===== config.mk =====
export PLATFORM = sky130hd
export DESIGN_NAME = stop_watch_ctrl
export DESIGN_NICKNAME = d
export VERILOG_FILES = /design/src/rtl/stop_watch_ctrl.sv
export SDC_FILE = /design/constraint.sdc
export NUM_CORES = 1
export LEC_CHECK = 0
export BUFFER_PORTS_ARGS = -buffer_cell sky130_fd_sc_hd__buf_2
export CAP_MARGIN = 0
export CELL_PAD_IN_SITES_DETAIL_PLACEMENT = 2
export CELL_PAD_IN_SITES_GLOBAL_PLACEMENT = 2
export CORE_MARGIN = 3
export CORE_UTILIZATION = 35
export CTS_BUF_LIST = sky130_fd_sc_hd__clkbuf_4
export DETAILED_ROUTE_END_ITERATION = 7
export PLACE_DENSITY = 0.86
export SLEW_MARGIN = 15
export SYNTH_ARGS = -nofsm -noshare
export SYNTH_HDL_FRONTEND = slang
export SYNTH_SLANG_ARGS = --single-unit

===== constraint.sdc =====
create_clock -name clk -period 2.1 [get_ports clk]
set_clock_uncertainty 0.05 [all_clocks]
set_input_delay 0.42 -clock clk [delete_from_list [all_inputs] [get_ports clk]]
set_output_delay 0.42 -clock clk [all_outputs]
set_load 0.01 [all_outputs]

===== src/rtl/stop_watch_ctrl.sv =====
// Stopwatch/timer sequencing controller.
// Five raw buttons are synchronised and debounced into one-cycle command pulses.
// A state machine turns those commands into timer controls. It also handles lap
// freeze on the display and the countdown-expiry alarm.
module stop_watch_ctrl #(
  parameter int DB_CYCLES    = 20,
  parameter int ALARM_CYCLES = 100
) (
  input  logic        clk,
  input  logic        reset,
  input  logic        btn_start,
  input  logic        btn_lap,
  input  logic        btn_clear,
  input  logic        btn_preset,
  input  logic        btn_dir,
  input  logic [15:0] tmr_digits,
  output logic        tmr_reset,
  output logic        tmr_set,
  output logic        tmr_pause,
  output logic        tmr_up,
  output logic [15:0] disp,
  output logic        alarm,
  output logic [2:0]  state
);

  localparam int CNT_W = (DB_CYCLES > 1) ? $clog2(DB_CYCLES) : 1;
  localparam int ALM_W = (ALARM_CYCLES > 1) ? $clog2(ALARM_CYCLES) : 1;
  localparam logic [CNT_W-1:0] CNT_MAX = CNT_W'(DB_CYCLES - 1);
  localparam logic [ALM_W-1:0] ALM_MAX = ALM_W'(ALARM_CYCLES - 1);

  typedef enum logic [2:0] {
    S_IDLE   = 3'd0,
    S_RUN    = 3'd1,
    S_PAUSED = 3'd2,
    S_LAP    = 3'd3,
    S_DONE   = 3'd4
  } state_t;

  // Button bit order: 0 clear, 1 start, 2 lap, 3 preset, 4 dir (lower index wins)
  logic [4:0]       btn_raw;
  logic [4:0]       sync_p0;
  logic [4:0]       sync_p1;
  logic [4:0]       acc_lvl;
  logic [CNT_W-1:0] db_cnt [5];
  logic [4:0]       cmd_p2;

  logic             do_clear, do_start, do_lap, do_preset, do_dir;
  logic             expired;

  state_t           st;
  logic [15:0]      lap_latch;
  logic [ALM_W-1:0] alm_cnt;

  assign btn_raw = {btn_dir, btn_preset, btn_lap, btn_start, btn_clear};

  // Synchroniser, debounce counter and rising-edge command pulse per button
  always_ff @(posedge clk) begin
    if (reset) begin
      sync_p0 <= '0;
      sync_p1 <= '0;
      acc_lvl <= '0;
      cmd_p2  <= '0;
      for (int i = 0; i < 5; i++) db_cnt[i] <= '0;
    end else begin
      sync_p0 <= btn_raw;
      sync_p1 <= sync_p0;
      cmd_p2  <= '0;
      for (int i = 0; i < 5; i++) begin
        if (sync_p1[i] == acc_lvl[i]) begin
          db_cnt[i] <= '0;
        end else if (db_cnt[i] == CNT_MAX) begin
          // DB_CYCLES consecutive differing samples: accept new level
          acc_lvl[i] <= sync_p1[i];
          db_cnt[i]  <= '0;
          cmd_p2[i]  <= sync_p1[i];
        end else begin
          db_cnt[i] <= db_cnt[i] + CNT_W'(1);
        end
      end
    end
  end

  // Same-cycle commands resolve to the single highest-priority one
  assign do_clear  = cmd_p2[0];
  assign do_start  = cmd_p2[1] & ~cmd_p2[0];
  assign do_lap    = cmd_p2[2] & ~(|cmd_p2[1:0]);
  assign do_preset = cmd_p2[3] & ~(|cmd_p2[2:0]);
  assign do_dir    = cmd_p2[4] & ~(|cmd_p2[3:0]);

  assign expired = ~tmr_up && (tmr_digits == 16'h0000);

  assign state = st;

  // Control state machine with registered timer controls, display and alarm
  always_ff @(posedge clk) begin
    if (reset) begin
      st        <= S_IDLE;
      tmr_pause <= 1'b1;
      tmr_up    <= 1'b1;
      tmr_reset <= 1'b0;
      tmr_set   <= 1'b0;
      alarm     <= 1'b0;
      alm_cnt   <= '0;
      disp      <= 16'h0000;
      lap_latch <= 16'h0000;
    end else begin
      tmr_reset <= 1'b0;
      tmr_set   <= 1'b0;
      disp      <= tmr_digits;
      if (do_clear) begin
        tmr_reset <= 1'b1;
        alarm     <= 1'b0;
        tmr_pause <= 1'b1;
        st        <= S_IDLE;
      end else begin
        case (st)
          S_IDLE: begin
            if (do_start) begin
              // a countdown already at zero has nothing to run
              if (!expired) begin
                st        <= S_RUN;
                tmr_pause <= 1'b0;
              end
            end else if (do_preset) begin
              tmr_set <= 1'b1;
            end else if (do_dir) begin
              tmr_up <= ~tmr_up;
            end
          end
          S_RUN, S_LAP: begin
            if (expired) begin
              st        <= S_DONE;
              tmr_pause <= 1'b1;
              alarm     <= 1'b1;
              alm_cnt   <= ALM_MAX;
            end else if (do_start) begin
              st        <= S_PAUSED;
              tmr_pause <= 1'b1;
            end else if (do_lap) begin
              if (st == S_RUN) begin
                lap_latch <= tmr_digits;
                st        <= S_LAP;
              end else begin
                st <= S_RUN;
              end
            end else if (st == S_LAP) begin
              disp <= lap_latch;
            end
          end
          S_PAUSED: begin
            if (do_start) begin
              st        <= S_RUN;
              tmr_pause <= 1'b0;
            end
          end
          S_DONE: begin
            if (alarm) begin
              if (alm_cnt == '0) alarm   <= 1'b0;
              else               alm_cnt <= alm_cnt - ALM_W'(1);
            end
          end
          default: st <= S_IDLE;
        endcase
      end
    end
  end

endmodule

==> results.json <==
{
  "hpwl_um": 7010,
  "place_congestion": 0.756,
  "die_height_um": 111,
  "worst_slack_ns": 0.153,
  "critPathLaunchType": "register",
  "yosys-top-cells-area": "dfxtp_1 (35%), edfxtp_1 (20%), mux2i_1 (9.7%)",
  "drc_errors": 0,
  "synthArstFlopShare": 0,
  "worst_pin_slew_ns": 0.560,
  "cellPowerDensity_mw_per_mm2": 665,
  "synth-main-ff-cell": "dfxtp_1",
  "synth_edf_count": 25,
  "vias_per_cell": 4.86,
  "cts_root_buf": "clkbuf_4",
  "cts_tree": "built",
  "maxSlewHeadroom": 0.622,
  "first_pass_iters": 4,
  "power_mw": 3.04,
  "yosysSeqAreaShare": 0.547,
  "syn2layout_area_growth_pct": 19.6,
  "path_max_fanout": 6,
  "crit_type": "register to register",
  "htreeDepth": 3,
  "stdcell_count": 591,
  "dr_total_vias": 2874,
  "antenna_left": 0,
  "yosysWarnings": 0,
  "synth_top_cells_by_count": "nor2_1 (77), dfxtp_1 (67), mux2i_1 (37)",
  "multi_input_area_mm2": 0.00173,
  "clock_latency_ns": 0.45,
  "drtIter0Drc": 69,
  "die_x_um": 111,
  "final_core_util": 0.437,
  "worstPathRequired_ns": 2.39,
  "core-area_mm2": 0.0105,
  "ys_seq_elements": 92,
  "hp-class": "input port to register",
  "clockBufferDepth": 2,
  "cp.arrival_ns": 2.23,
  "synthCells": 360,
  "maxCapViolations": 0,
  "num_rows": 37,
  "netlist.area_leader.share": 0.351,
  "status": "finished, final reports clean",
  "antennaDiodeCount": 0,
  "dpl.cell_count": 573,
  "synth_top_area_cell": "dfxtp_1",
  "totalWireLength_um": 9560,
  "wl_per_cell_um": 16.2,
  "yosysMostFrequentCell": "nor2_1",
  "syn_avg_cell_area_um2": 10.6,
  "drv_slew": 0,
  "fillers": 1155,
  "grt_max_degree": 28,
  "setup_viol": 0,
  "pin_count": 47,
  "syn-cell-area_mm2": 0.00382,
  "port_buffers": 46,
  "grt_usage": 0.161,
  "grt_pass1_vias": 3198,
  "tns_ns": 0,
  "p_leak_nw": 2.06,
  "cts_sinks": 92,
  "period_share": 0.927,
  "cts_hold_buffers": 0,
  "register_area_mm2": 0.00209,
  "timing.fmax_mhz": 514,
  "yosysUniqueCellTypes": 40,
  "grt_pass1_wl_um": 15900,
  "pre_cts_ws_ns": -0.242,
  "ir_worst_vdd_mv": 0.272,
  "antenna_found_initial": 0,
  "start_util": 0.366,
  "drive_gt1_frac": 0.191,
  "post-route-min-period_ns": 1.95,
  "cp-end-kind": "register",
  "cts_buffers": 9,
  "hold_violations": 0,
  "final_net_count": 480,
  "grt_remaining_overflow": 0,
  "cts.clk_slew.worst_paths_ns": 0.14,
  "die_area_mm2": 0.0122
}
[repair_timing]
action | 4_1_cts | 5_1_grt
setup endpoints to repair | 2 | 6
buffers inserted | 0 | 2
pin swaps | 1 | 1
resized for setup | 1 | 2
[state kept, by name (all words and copies together), names as in the netlist]
name and flops:
acc_lvl 5, alarm 1, alm_cnt 7, cmd_p2 5
db_cnt 25, disp 16, lap_latch 16, state 3
sync_p0 5, sync_p1 5, tmr_pause 1, tmr_reset 1
tmr_set 1, tmr_up 1
[layout by cell type, fill, tap and decap left out, types with 4 or more instances in the layout]
cell	n
nor2_1	77
dfxtp_1	65
buf_2	46
mux2i_1	37
edfxtp_1	25
conb_1	25
buf_4	19
nand3_1	13
nor2b_1	13
xnor2_1	11
xor2_1	10
clkbuf_4	10
inv_1	9
nor3_1	8
o21ai_0	8
nand2_1	7
and3_1	7
ha_1	7
nor4_1	6
or3_1	5
a211oi_1	5
a21oi_1	4
[power breakdown]
part           total, mW  switching [mW]  internal [mW]
Clock              0.955           0.589          0.366
Sequential          1.90          0.0286           1.87
Combinational      0.188           0.111         0.0776
[cell type report]
cell class | count | area share
sequential | 92 | 0.458
multi-input combinational | 271 | 0.379
timing repair buffer | 67 | 0.0902
tap | 136 | 0.0372
clock buffer | 10 | 0.0164
clock inverter | 6 | 0.0120
inverter | 9 | 0.00738
[logic make-up after synthesis]
group	Yosys count	share of synthesized area
adder cells (fa/ha/maj)	7	0.0229
AO/OA/AOI/OAI	29	0.0648
multiplexers	37	0.0968
XOR/XNOR	21	0.0481
other	1	0.000980
AND/OR/NAND/NOR	152	0.195
buffers and inverters	21	0.0249
flip-flops	92	0.547
[worst max-delay path, cell delays in order (launching register included)]
cell and delay (ns):
dfxtp_2 0.38, inv_1 0.07, ha_1 0.19, nor4b_2 0.18
a2111oi_4 0.34, buf_4 0.20, a21oi_1 0.05, buf_4 0.16
o21ai_0 0.16, a21oi_1 0.08
[path summary, 6_finish.rpt]
| check | end | slack [ns] | depth (start not counted) | startpoint |
|---|---|---|---|---|
| hold / removal | sync_p0[3]$_SDFF_PP0_ | 0.13 | 2 | btn_preset |
| hold reg to reg | sync_p1[3]$_SDFF_PP0_ | 0.41 | 1 | sync_p0[3]$_SDFF_PP0_ |
| setup / recovery | alm_cnt[5]$_SDFFE_PP0P_ | 0.15 | 9 | alm_cnt[0]$_SDFFE_PP0P_ |
| setup reg to reg | alm_cnt[5]$_SDFFE_PP0P_ | 0.15 | 9 | alm_cnt[0]$_SDFFE_PP0P_ |
[metrics by stage]
stage	instance area (um2)	hold slack (ns)
after floorplan	3920	0.364
after detailed placement	4420	0.392
after CTS	4560	0.106
after global routing	4580	0.103
final	4580	0.133
after global placement	4420	0.368
[layer usage]
metal	vias up	part of all wire	routed length, um	track usage
met4	0	0.020	190	0.0698
li1	1408	-	-	-
met2	34	0.55	5250	0.297
met5	-	0	0	0
met3	13	0.022	207	0.0285
met1	1419	0.41	3910	0.180
No activity file was read; power rests on OpenSTA's default activity.
